### src/rtl/usb_pkg.sv
// Shared types and constants for the USB endpoint buffer controller.
package usb_pkg;

  localparam int BUF_DEPTH  = 64;
  localparam int BUF_ADDR_W = 6;
  localparam int BUF_OCC_W  = 7;

  typedef enum logic [2:0] {
    IDLE    = 3'd0,
    RX_WR   = 3'd1,
    TX_RD   = 3'd2,
    HOST_WR = 3'd3,
    HOST_RD = 3'd4,
    CLEAR   = 3'd5
  } buf_state_t;

  function automatic logic is_read(input buf_state_t s);
    return (s == TX_RD) || (s == HOST_RD);
  endfunction

  function automatic logic is_write(input buf_state_t s);
    return (s == RX_WR) || (s == HOST_WR);
  endfunction

endpackage

### src/rtl/usb_buffer_mem.sv
// Endpoint buffer storage: register file with synchronous write and a
// registered, write-first read port. The array itself is not reset.
module usb_buffer_mem
  import usb_pkg::*;
#(
  parameter int DATA_W = 8,
  parameter int ADDR_W = BUF_ADDR_W
) (
  input  logic              clk,
  input  logic              wr_en,
  input  logic [ADDR_W-1:0] wr_addr,
  input  logic [DATA_W-1:0] wr_data,
  input  logic              rd_en,
  input  logic [ADDR_W-1:0] rd_addr,
  output logic [DATA_W-1:0] rd_data
);

  localparam int DEPTH = 1 << ADDR_W;

  logic [DATA_W-1:0] mem [DEPTH];

  // A read of the slot being written in the same cycle returns the new byte,
  // so a write immediately followed by a read of a just-emptied buffer works.
  always_ff @(posedge clk) begin
    if (wr_en) mem[wr_addr] <= wr_data;
    if (rd_en) rd_data <= (wr_en && (wr_addr == rd_addr)) ? wr_data : mem[rd_addr];
  end

endmodule

### src/rtl/usb_buffer_ctrl.sv
// Endpoint buffer controller: pointers, occupancy and one-access-per-cycle
// arbitration between USB RX, USB TX and the AHB host side.
module usb_buffer_ctrl
  import usb_pkg::*;
#(
  parameter int DATA_W = 8,
  parameter int ADDR_W = BUF_ADDR_W,
  parameter int OCC_W  = BUF_OCC_W
) (
  input  logic              clk,
  input  logic              n_rst,
  input  logic              flush,
  input  logic              store_rx_packet_data,
  input  logic [DATA_W-1:0] rx_packet_data,
  input  logic              get_tx_packet_data,
  output logic [DATA_W-1:0] tx_packet_data,
  input  logic              host_clear,
  input  logic              host_wreq,
  input  logic [DATA_W-1:0] host_wdata,
  input  logic              host_rreq,
  output logic [DATA_W-1:0] host_rdata,
  output logic              host_ack,
  output logic [OCC_W-1:0]  buffer_occupancy,
  output logic              buffer_error,
  output logic [2:0]        state_dbg
);

  localparam logic [OCC_W-1:0]  OCC_FULL = OCC_W'(1 << ADDR_W);
  localparam logic [OCC_W-1:0]  OCC_ONE  = OCC_W'(1);
  localparam logic [ADDR_W-1:0] PTR_ONE  = ADDR_W'(1);

  buf_state_t        state, next_state;
  logic [ADDR_W-1:0] rptr, wptr;
  logic              pend_rx, pend_tx, host_hold;
  logic [DATA_W-1:0] rx_data_q;
  logic              clear_req, full, empty, host_mask;
  logic              rx_busy, tx_busy, rx_new, tx_new, rx_drop, tx_drop;
  logic              rx_req, tx_req;
  logic              mem_wr_en, mem_rd_en;
  logic [ADDR_W-1:0] mem_rd_addr;
  logic [DATA_W-1:0] mem_wr_data, mem_rd_data;

  assign state_dbg = state;
  assign clear_req = flush | host_clear;
  assign full      = (buffer_occupancy == OCC_FULL);
  assign empty     = (buffer_occupancy == '0);

  // An RX/TX pulse is "outstanding" from the pulse until its access cycle ends;
  // a further pulse in that window is lost and flagged. A clear swallows pulses.
  assign rx_busy = pend_rx | (state == RX_WR);
  assign tx_busy = pend_tx | (state == TX_RD);
  assign rx_new  = store_rx_packet_data & ~clear_req & ~rx_busy;
  assign tx_new  = get_tx_packet_data   & ~clear_req & ~tx_busy;
  assign rx_drop = store_rx_packet_data & ~clear_req & rx_busy;
  assign tx_drop = get_tx_packet_data   & ~clear_req & tx_busy;
  assign rx_req  = pend_rx | rx_new;
  assign tx_req  = pend_tx | tx_new;

  // Host handshake: a request (wreq/rreq) is held high until host_ack, which
  // pulses for exactly the one cycle in which the access is performed; the host
  // drops the request the following cycle, so requests seen in the ack cycle or
  // the cycle after it are ignored rather than granted twice.
  assign host_mask = host_hold | (state == HOST_WR) | (state == HOST_RD);

  always_ff @(posedge clk or negedge n_rst) begin
    if (!n_rst) state <= IDLE;
    else        state <= next_state;
  end

  always_comb begin
    next_state = IDLE;
    if (clear_req)                   next_state = CLEAR;
    else if (rx_req)                 next_state = RX_WR;
    else if (tx_req)                 next_state = TX_RD;
    else if (host_wreq && !host_mask) next_state = HOST_WR;
    else if (host_rreq && !host_mask) next_state = HOST_RD;
  end

  // The read is issued one cycle ahead, during arbitration, so the byte is on
  // the memory output throughout the read state; the address accounts for a
  // pointer update landing at the same edge.
  always_comb begin
    host_ack    = (state == HOST_WR) || (state == HOST_RD);
    mem_wr_en   = is_write(state) && !full;
    mem_wr_data = (state == HOST_WR) ? host_wdata : rx_data_q;
    mem_rd_en   = is_read(next_state);
    mem_rd_addr = rptr;
    if (state == CLEAR)                 mem_rd_addr = '0;
    else if (is_read(state) && !empty)  mem_rd_addr = rptr + PTR_ONE;
  end

  always_ff @(posedge clk or negedge n_rst) begin
    if (!n_rst) begin
      pend_rx   <= 1'b0;
      pend_tx   <= 1'b0;
      host_hold <= 1'b0;
      rx_data_q <= '0;
    end else begin
      host_hold <= host_ack;
      if (rx_new) rx_data_q <= rx_packet_data;
      if (clear_req) begin
        pend_rx <= 1'b0;
        pend_tx <= 1'b0;
      end else begin
        if (next_state == RX_WR) pend_rx <= 1'b0;
        else if (rx_new)         pend_rx <= 1'b1;
        if (next_state == TX_RD) pend_tx <= 1'b0;
        else if (tx_new)         pend_tx <= 1'b1;
      end
    end
  end

  always_ff @(posedge clk or negedge n_rst) begin
    if (!n_rst) begin
      rptr             <= '0;
      wptr             <= '0;
      buffer_occupancy <= '0;
      buffer_error     <= 1'b0;
      tx_packet_data   <= '0;
      host_rdata       <= '0;
    end else begin
      case (state)
        CLEAR: begin
          rptr             <= '0;
          wptr             <= '0;
          buffer_occupancy <= '0;
          buffer_error     <= 1'b0;
        end
        RX_WR, HOST_WR: begin
          if (full) buffer_error <= 1'b1;
          else begin
            wptr             <= wptr + PTR_ONE;
            buffer_occupancy <= buffer_occupancy + OCC_ONE;
          end
        end
        TX_RD, HOST_RD: begin
          if (empty) buffer_error <= 1'b1;
          else begin
            rptr             <= rptr + PTR_ONE;
            buffer_occupancy <= buffer_occupancy - OCC_ONE;
            if (state == TX_RD) tx_packet_data <= mem_rd_data;
            else                host_rdata     <= mem_rd_data;
          end
        end
        default: ;
      endcase
      if (rx_drop || tx_drop) buffer_error <= 1'b1;
    end
  end

  usb_buffer_mem #(
    .DATA_W (DATA_W),
    .ADDR_W (ADDR_W)
  ) u_mem (
    .clk     (clk),
    .wr_en   (mem_wr_en),
    .wr_addr (wptr),
    .wr_data (mem_wr_data),
    .rd_en   (mem_rd_en),
    .rd_addr (mem_rd_addr),
    .rd_data (mem_rd_data)
  );

endmodule

### config.mk
export PLATFORM = sky130hd
export DESIGN_NAME = usb_buffer_ctrl
export DESIGN_NICKNAME = d
export VERILOG_FILES = /design/src/rtl/usb_pkg.sv /design/src/rtl/usb_buffer_mem.sv /design/src/rtl/usb_buffer_ctrl.sv
export SDC_FILE = /design/constraint.sdc
export NUM_CORES = 1
export LEC_CHECK = 0
export CORE_UTILIZATION = 28
export CTS_BUF_LIST = sky130_fd_sc_hd__clkbuf_4 sky130_fd_sc_hd__clkbuf_8
export CTS_CLUSTER_SIZE = 16
export DETAILED_ROUTE_END_ITERATION = 10
export PLACE_DENSITY = 0.41
export SYNTH_ARGS = -nofsm -noshare
export SYNTH_HDL_FRONTEND = slang
export SYNTH_HIERARCHICAL = 1
export SYNTH_SLANG_ARGS = --single-unit
### constraint.sdc
create_clock -name clk -period 6.12 [get_ports clk]
set_input_delay 1.53 -clock clk [delete_from_list [all_inputs] [get_ports clk]]
set_output_delay 1.53 -clock clk [all_outputs]
set_load 0.01 [all_outputs]
* Yosys cells after proc, flatten, opt, wreduce, memory -nomap -nowiden *
Memory sizes are Yosys's and may differ from the RTL's. A register that Yosys moved wholly into a read port is not among the register bits.
Index checks and enable logic that the tools add are counted.

word-level totals
  flip-flop bits (word level) = 50
  logic and storage cells = 101
  memories = 1
  output and inout port bits = 28
  latch bits = 0
  bits in read-only memories = 0
  RAM bits = 512
  bits of input ports = 24

operators by class
  shifts and indexed selects = 0
  $add $sub $neg = 4
  eq/ne operators = 13
  bitwise gates (word level) = 18
  reductions and logical operators = 27
  div/mod/pow operators = 0
  $mul = 0
  multiplexer cells = 27
  $lt $le $gt $ge = 0

memory list
  name       words  bits a word  rd ports  clocked after memory_dff  write ports  RTL line              RTL
  u_mem.mem  64     8            1         1                         1            usb_buffer_mem.sv:20  logic [DATA_W-1:0] mem [DEPTH];

operator list
  kind                                              number
  2-to-1 mux 6 bit                                  4
  one-hot mux 6 bit (2 select lines)                2
  one-hot mux 7 bit (3 select lines)                1
  2-to-1 mux 3 bit                                  5
  2-to-1 mux 7 bit                                  2
  adder 6 x 1 -> 6 bit, second input constant       2
  AND reduction 3 bit                               4
  2-to-1 mux 1 bit                                  11
  == test 3 x 2 -> 1 bit, second input constant     3
  == test 3 bit, second input constant              3
  nonzero test 3 bit                                3
  2-to-1 mux 8 bit                                  1
  adder 7 x 1 -> 7 bit, second input constant       1
  == test 7 bit, second input constant              1
  logical NOT 7 bit                                 1
  bitwise OR 1 bit                                  7
  subtractor 7 x 1 -> 7 bit, second input constant  1
  AND 1 bit                                         6
  == test 3 x 1 -> 1 bit, second input constant     2
  != test 3 bit, second input constant              2
  logical OR 1 bit                                  5
  inverter 1 bit                                    5
  logical AND 1 bit                                 4
  != test 2 bit, second input constant              2
  other kinds (6)                                   11

* Logic depth before layout (Yosys ltp) *
  word-level depth = 13
  mapped depth = 17
  mapped depth without buffers = 12

* Hierarchy *
The synthesis kept the hierarchy.

by module, submodules not included
  module           times used  cells each  area each (um2)  sequential area each (um2)
  usb_buffer_mem   1           1,143       20,591.0         15,615.0
  usb_buffer_ctrl  1           235         2,660.1          1,251.2

* Worst setup path after synthesis *
Ideal clock, no wire load.

  kind = register -> register
  start point = register state[0] (netlist: state_dbg[0])
  end point = register u_mem.rd_data[6] (read register of u_mem.mem) (data pin)
  path slack = 2.592 ns
  cell stages (with the launch flop) = 11
  data arrival time = 3.267 ns
  path buffers = 2
  path through = dfrtp_1 -> o21a_1 -> nor3_4 -> nand2_4 -> buf_6 -> mux2i_1 -> buf_2 -> mux4_2 -> a2111oi_0 -> nor4b_1 -> a221o_1

on the way
  elaborated cells on any way between the ends = 30

RTL lines
  element                                                  RTL line               RTL
  start: declaration                                       usb_buffer_ctrl.sv:32  buf_state_t state, next_state;
  start signal: assignment                                 usb_buffer_ctrl.sv:67  else state <= next_state;
  == test 3 x 2 -> 1 bit or == test 3 bit (tied branches)  usb_pkg.sv:18          return (s == TX_RD) || (s == HOST_RD);
  logical OR 1 bit                                         usb_pkg.sv:18
  logical AND 1 bit                                        usb_buffer_ctrl.sv:89  else if (is_read(state) && !empty) mem_rd_addr = rptr + PTR_ONE;
  2-to-1 mux 6 bit                                         usb_buffer_ctrl.sv:89
  2-to-1 mux 6 bit *                                       usb_buffer_ctrl.sv:88  if (state == CLEAR) mem_rd_addr = '0;
  via mem_rd_addr[0]                                       usb_buffer_ctrl.sv:40  logic [ADDR_W-1:0] mem_rd_addr;
  end: declaration                                         usb_buffer_mem.sv:15   output logic [DATA_W-1:0] rd_data

The timed path passes the listed nets; every way through them passes the cells marked *.
A chain may end at the register's enable or synchronous reset.

* Worst setup path in the final report *
  start point = register state[0] (netlist: state_dbg[0])
  end point = register u_mem.rd_data[0] (read register of u_mem.mem) (data pin)

Same word-level chain as after synthesis.

==> impl_summary.md <==
Timing
The remaining max-slew budget at the tightest pin is 0.2775. Setup violations remaining at the end of the flow were counted as 0. The final worst slack is 1.130 ns. Based on the critical path, the design can be clocked at up to 200.4 MHz. The number of hold-slack violations in the final timing report was 0.

The total negative slack for setup checks is 0 ns. The final cycle utilization of the critical path is 0.8153. The largest clock skew in the final design is 0.03579 ns. Final hold analysis gives a worst-case slack of 0.4897 ns.

Setup repair after global routing left no endpoint under its margin. The worst path in the final design needs a cycle of 4.990 ns, including I/O delays and setup. The worst-margin pin slew is 1.072 ns.

The number of pins exceeding their max-slew limit in the final report was 0.

Floorplan
The I/O pin count is 52. From bottom edge to top edge, the die measures 290.2 um. After floorplanning, the core was sized to cover 82110 um2. The die outline area is 84200 um2.

From left edge to right edge, the die measures 290.2 um. The number of placement rows is 105. The initial core utilization is 0.2832.

GRT
Entering global routing, the biggest net connects 66 pins. The initial antenna violation count is 2. The total overflow left after global routing is 0. The via count of the first global-routing pass is 13140. The global-route wire length before repair is 93430 um.

The combined global-route utilization of all metal layers is 0.1519.

Clock tree
The clock transition at the registers of the reported paths is 0.06 ns. The buffer depth of the longest clock path is 3. The number of H-tree levels is 3. At the later pin of the worst-skew pair, clock insertion delay measures 0.70 ns. The number of sinks handled by clock tree synthesis is 570. The root buffer cell is clkbuf_8. The count of hold buffers inserted by post-cts repair is 0.

After clock tree synthesis, the repair step resized 0 gates. Buffers added to address setup during post-CTS repair amount to 0. The number of buffers created by CTS is 98.

The TritonCTS clock tree is yes.

Setup path
STA classifies the critical path startpoint as a flop. The worst endpoint required time is 6.66 ns. The largest fanout of any net on the critical path is 56.

The data arrival time of the worst path is 5.53 ns. Grouping stages by cell kind, the critical path spends the most delay in simple AND/OR/NAND/NOR gates. Walking the worst path, the cells encountered are o21a_1 -> nor3_4 -> nand2_4 -> nor3b_2 -> a21o_4 -> buf_12 -> mux2i_1 -> a22oi_1 -> a21oi_1 -> nor2_1 -> nor4b_1 -> a221o_1.

The slowest stage cell on the critical path is a21o_4. The worst setup path is captured at a flop. The class of the most critical setup path is flop to flop. On the worst path, the slowest cell contributes a delay of 0.66 ns. The number of buffers and inverters on the critical path is 1.

Yosys
In this run, synthesis inferred 520 flip-flops with an integrated enable. Ranked by total cell area, the synthesized netlist is headed by edfxtp_1 (67%), mux2i_1 (8.1%), dfrtp_1 (5.4%). The number of nets handed over by synthesis was 1410. The leading area contributor after synthesis is edfxtp_1. The proportion of register bits with asynchronous set or reset after synthesis is 0.08772.

The most common cell in the synthesized netlist is edfxtp_1. The mean instance size in the synthesized netlist is 16.87 um2. Yosys printed 6 warnings. Among all flip-flop cells after synthesis, the most frequent one is edfxtp_1. The commonest cells after synthesis are edfxtp_1 (520), mux2i_1 (189), nor2_1 (86), a22oi_1 (66), dfrtp_1 (50). The count of state elements after synthesis is 570. The netlist area before placement is 23250 um2. Of the synthesized area, sequential elements account for 0.7254. The proportion of netlist area held by the largest area contributor is 0.6716. In the synthesized netlist, the number of instances is 1378. The number of unique standard cell types used by synthesis is 74.

Routing
Across all layers, the routed design uses 12740 vias. For this run, the detailed router's first-pass iteration total came to 6. The number of nets still failing antenna checks after routing is 0.

For this block, the routed nets add up to 64090 um of wire. The routed length per instance is 24.25 um. After detailed routing, the number of remaining DRC violations is 0. The detailed router's first-iteration violation count is 919. The via count normalized by instance count is 4.818.

Final layout
The growth of design area from synthesis to finish is 16.53%. The share of post-route cells with drive strength above 1 is 0.1921. The post-route non-filler standard cell count is 2643. Fill cells in the final layout number 7932. The final layout net count is 1523.

Power
Total power for the finished layout comes to 0.008682 W. In this run the static leakage power is 8.412 nW. The areal power density over the cells is 320.4 nW/um2. Across the VDD grid, the largest voltage drop is 0.0001479 V.

Placed design
The post-placement worst setup slack is 1.210 ns. Routability-driven placement finished with a final weighted congestion of 0.8093. Once placement completed, the tool counted placed cells totaling 2461. The total of buffers placed on input and output ports is 51. After legalization and detailed placement, the total HPWL measured 40710 um.

Run
Across the run, the number of max-cap violations was 0.

Worst hold path
The worst hold-check path type is flop to flop.

Status
The flow ran to the end, and the final reports show no timing, DRC or antenna violations.
==> power breakdown <==
| part | leakage (nW) | switching (W) | internal [W] |
|---|---|---|---|
| Sequential | 5.36 | 0.0000303 | 0.00452 |
| Combinational | 1.97 | 0.000424 | 0.000128 |
| Clock | 1.09 | 0.00158 | 0.00200 |
| Total | 8.41 | 0.00203 | 0.00665 |
==> final cells by class <==
class	count	area (um2)	share of cell area
diodes	1	2.502	0.00009236
clock buffers	148	1793	0.06617
clock inverters	33	239.0	0.008820
inverters	8	32.53	0.001201
multi-input cells	729	6007	0.2217
flip-flops and latches	570	16870	0.6225
well taps	1070	1339	0.04941
repair buffers	84	815.8	0.03011
==> state kept, by name (all words and copies together) (netlist names) <==
name	count
u_mem/mem	512
host_rdata	8
rx_data_q	8
tx_packet_data	8
u_mem/rd_data	8
buffer_occupancy	7
rptr	6
wptr	6
state_dbg	3
buffer_error	1
host_hold	1
pend_rx	1
pend_tx	1
==> cell families after synthesis <==
logic type / share of synthesized area
flip-flops: 0.7254
multiplexers: 0.1308
AND/OR/NAND/NOR: 0.05021
AO/OA/AOI/OAI: 0.06598
buffers and inverters: 0.01797
XOR/XNOR: 0.004897
adder cells (fa/ha/maj): 0.004628
other: 0.0001613
==> worst reg2reg max path, cell delays in order, from the launching register on <==
cell and delay (ns):
dfrtp_1 0.59, o21a_1 0.32, nor3_4 0.48, nand2_4 0.23, nor3b_2 0.30, a21o_4 0.66, buf_12 0.46, mux2i_1 0.27
a22oi_1 0.24, a21oi_1 0.13, nor2_1 0.30, nor4b_1 0.66, a221o_1 0.20
==> cells in the final DEF, fill, tap and decap left out, drive strengths merged, types with 9 or more instances in the layout <==
| cell type | synthesis | final |
|---|---|---|
| a22oi | 66 | 66 |
| a2111oi | 10 | 10 |
| clkinv | 0 | 25 |
| a221oi | 15 | 15 |
| edfxtp | 520 | 520 |
| mux2 | 45 | 45 |
| nand3 | 29 | 29 |
| a21oi | 47 | 47 |
| clkbuf | 26 | 148 |
| nor2b | 15 | 15 |
| o22ai | 9 | 9 |
| clkdlybuf4s50 | 0 | 50 |
| o21ai | 33 | 33 |
| dfrtp | 50 | 50 |
| inv | 8 | 12 |
| nand2b | 9 | 9 |
| nand2 | 44 | 44 |
| nor2 | 88 | 88 |
| buf | 45 | 34 |
| mux2i | 189 | 189 |
| mux4 | 28 | 28 |
==> final timing paths <==
check,slack [ns],start,end,cells after the start
setup / recovery,1.13,state_dbg[0]$_DFF_PN0_,u_mem/rd_data[0]$_DFFE_PP_,12
hold / removal,0.49,host_rdata[6]$_DFFE_PN0P_,host_rdata[6]$_DFFE_PN0P_,1
setup reg to reg,1.13,state_dbg[0]$_DFF_PN0_,u_mem/rd_data[0]$_DFFE_PP_,12
hold reg to reg,0.49,host_rdata[6]$_DFFE_PN0P_,host_rdata[6]$_DFFE_PN0P_,1
max in group asynchronous,4.71,n_rst,rptr[3]$_DFFE_PN0P_,2
min in group asynchronous,0.96,n_rst,state_dbg[1]$_DFF_PN0_,2
==> routing by layer <==
layer / vias up / share of wire / track usage
met1: 6612 / 0.45 / 0.2028
met2: 297 / 0.49 / 0.2492
met3: 94 / 0.044 / 0.02903
li1: 5732 / - / -
met5: - / 0 / 0.001134
met4: 0 / 0.021 / 0.04567
==> per-stage QoR <==
step / utilization / area, um2
3_5_place_dp: 0.3052 / 25060
2_1_floorplan: - / 23250
6_report: 0.3300 / 27090
5_1_grt: 0.3300 / 27090
4_1_cts: 0.3300 / 27090
3_3_place_gp: 0.3052 / 25060
(Power assumes the default switching activity.)
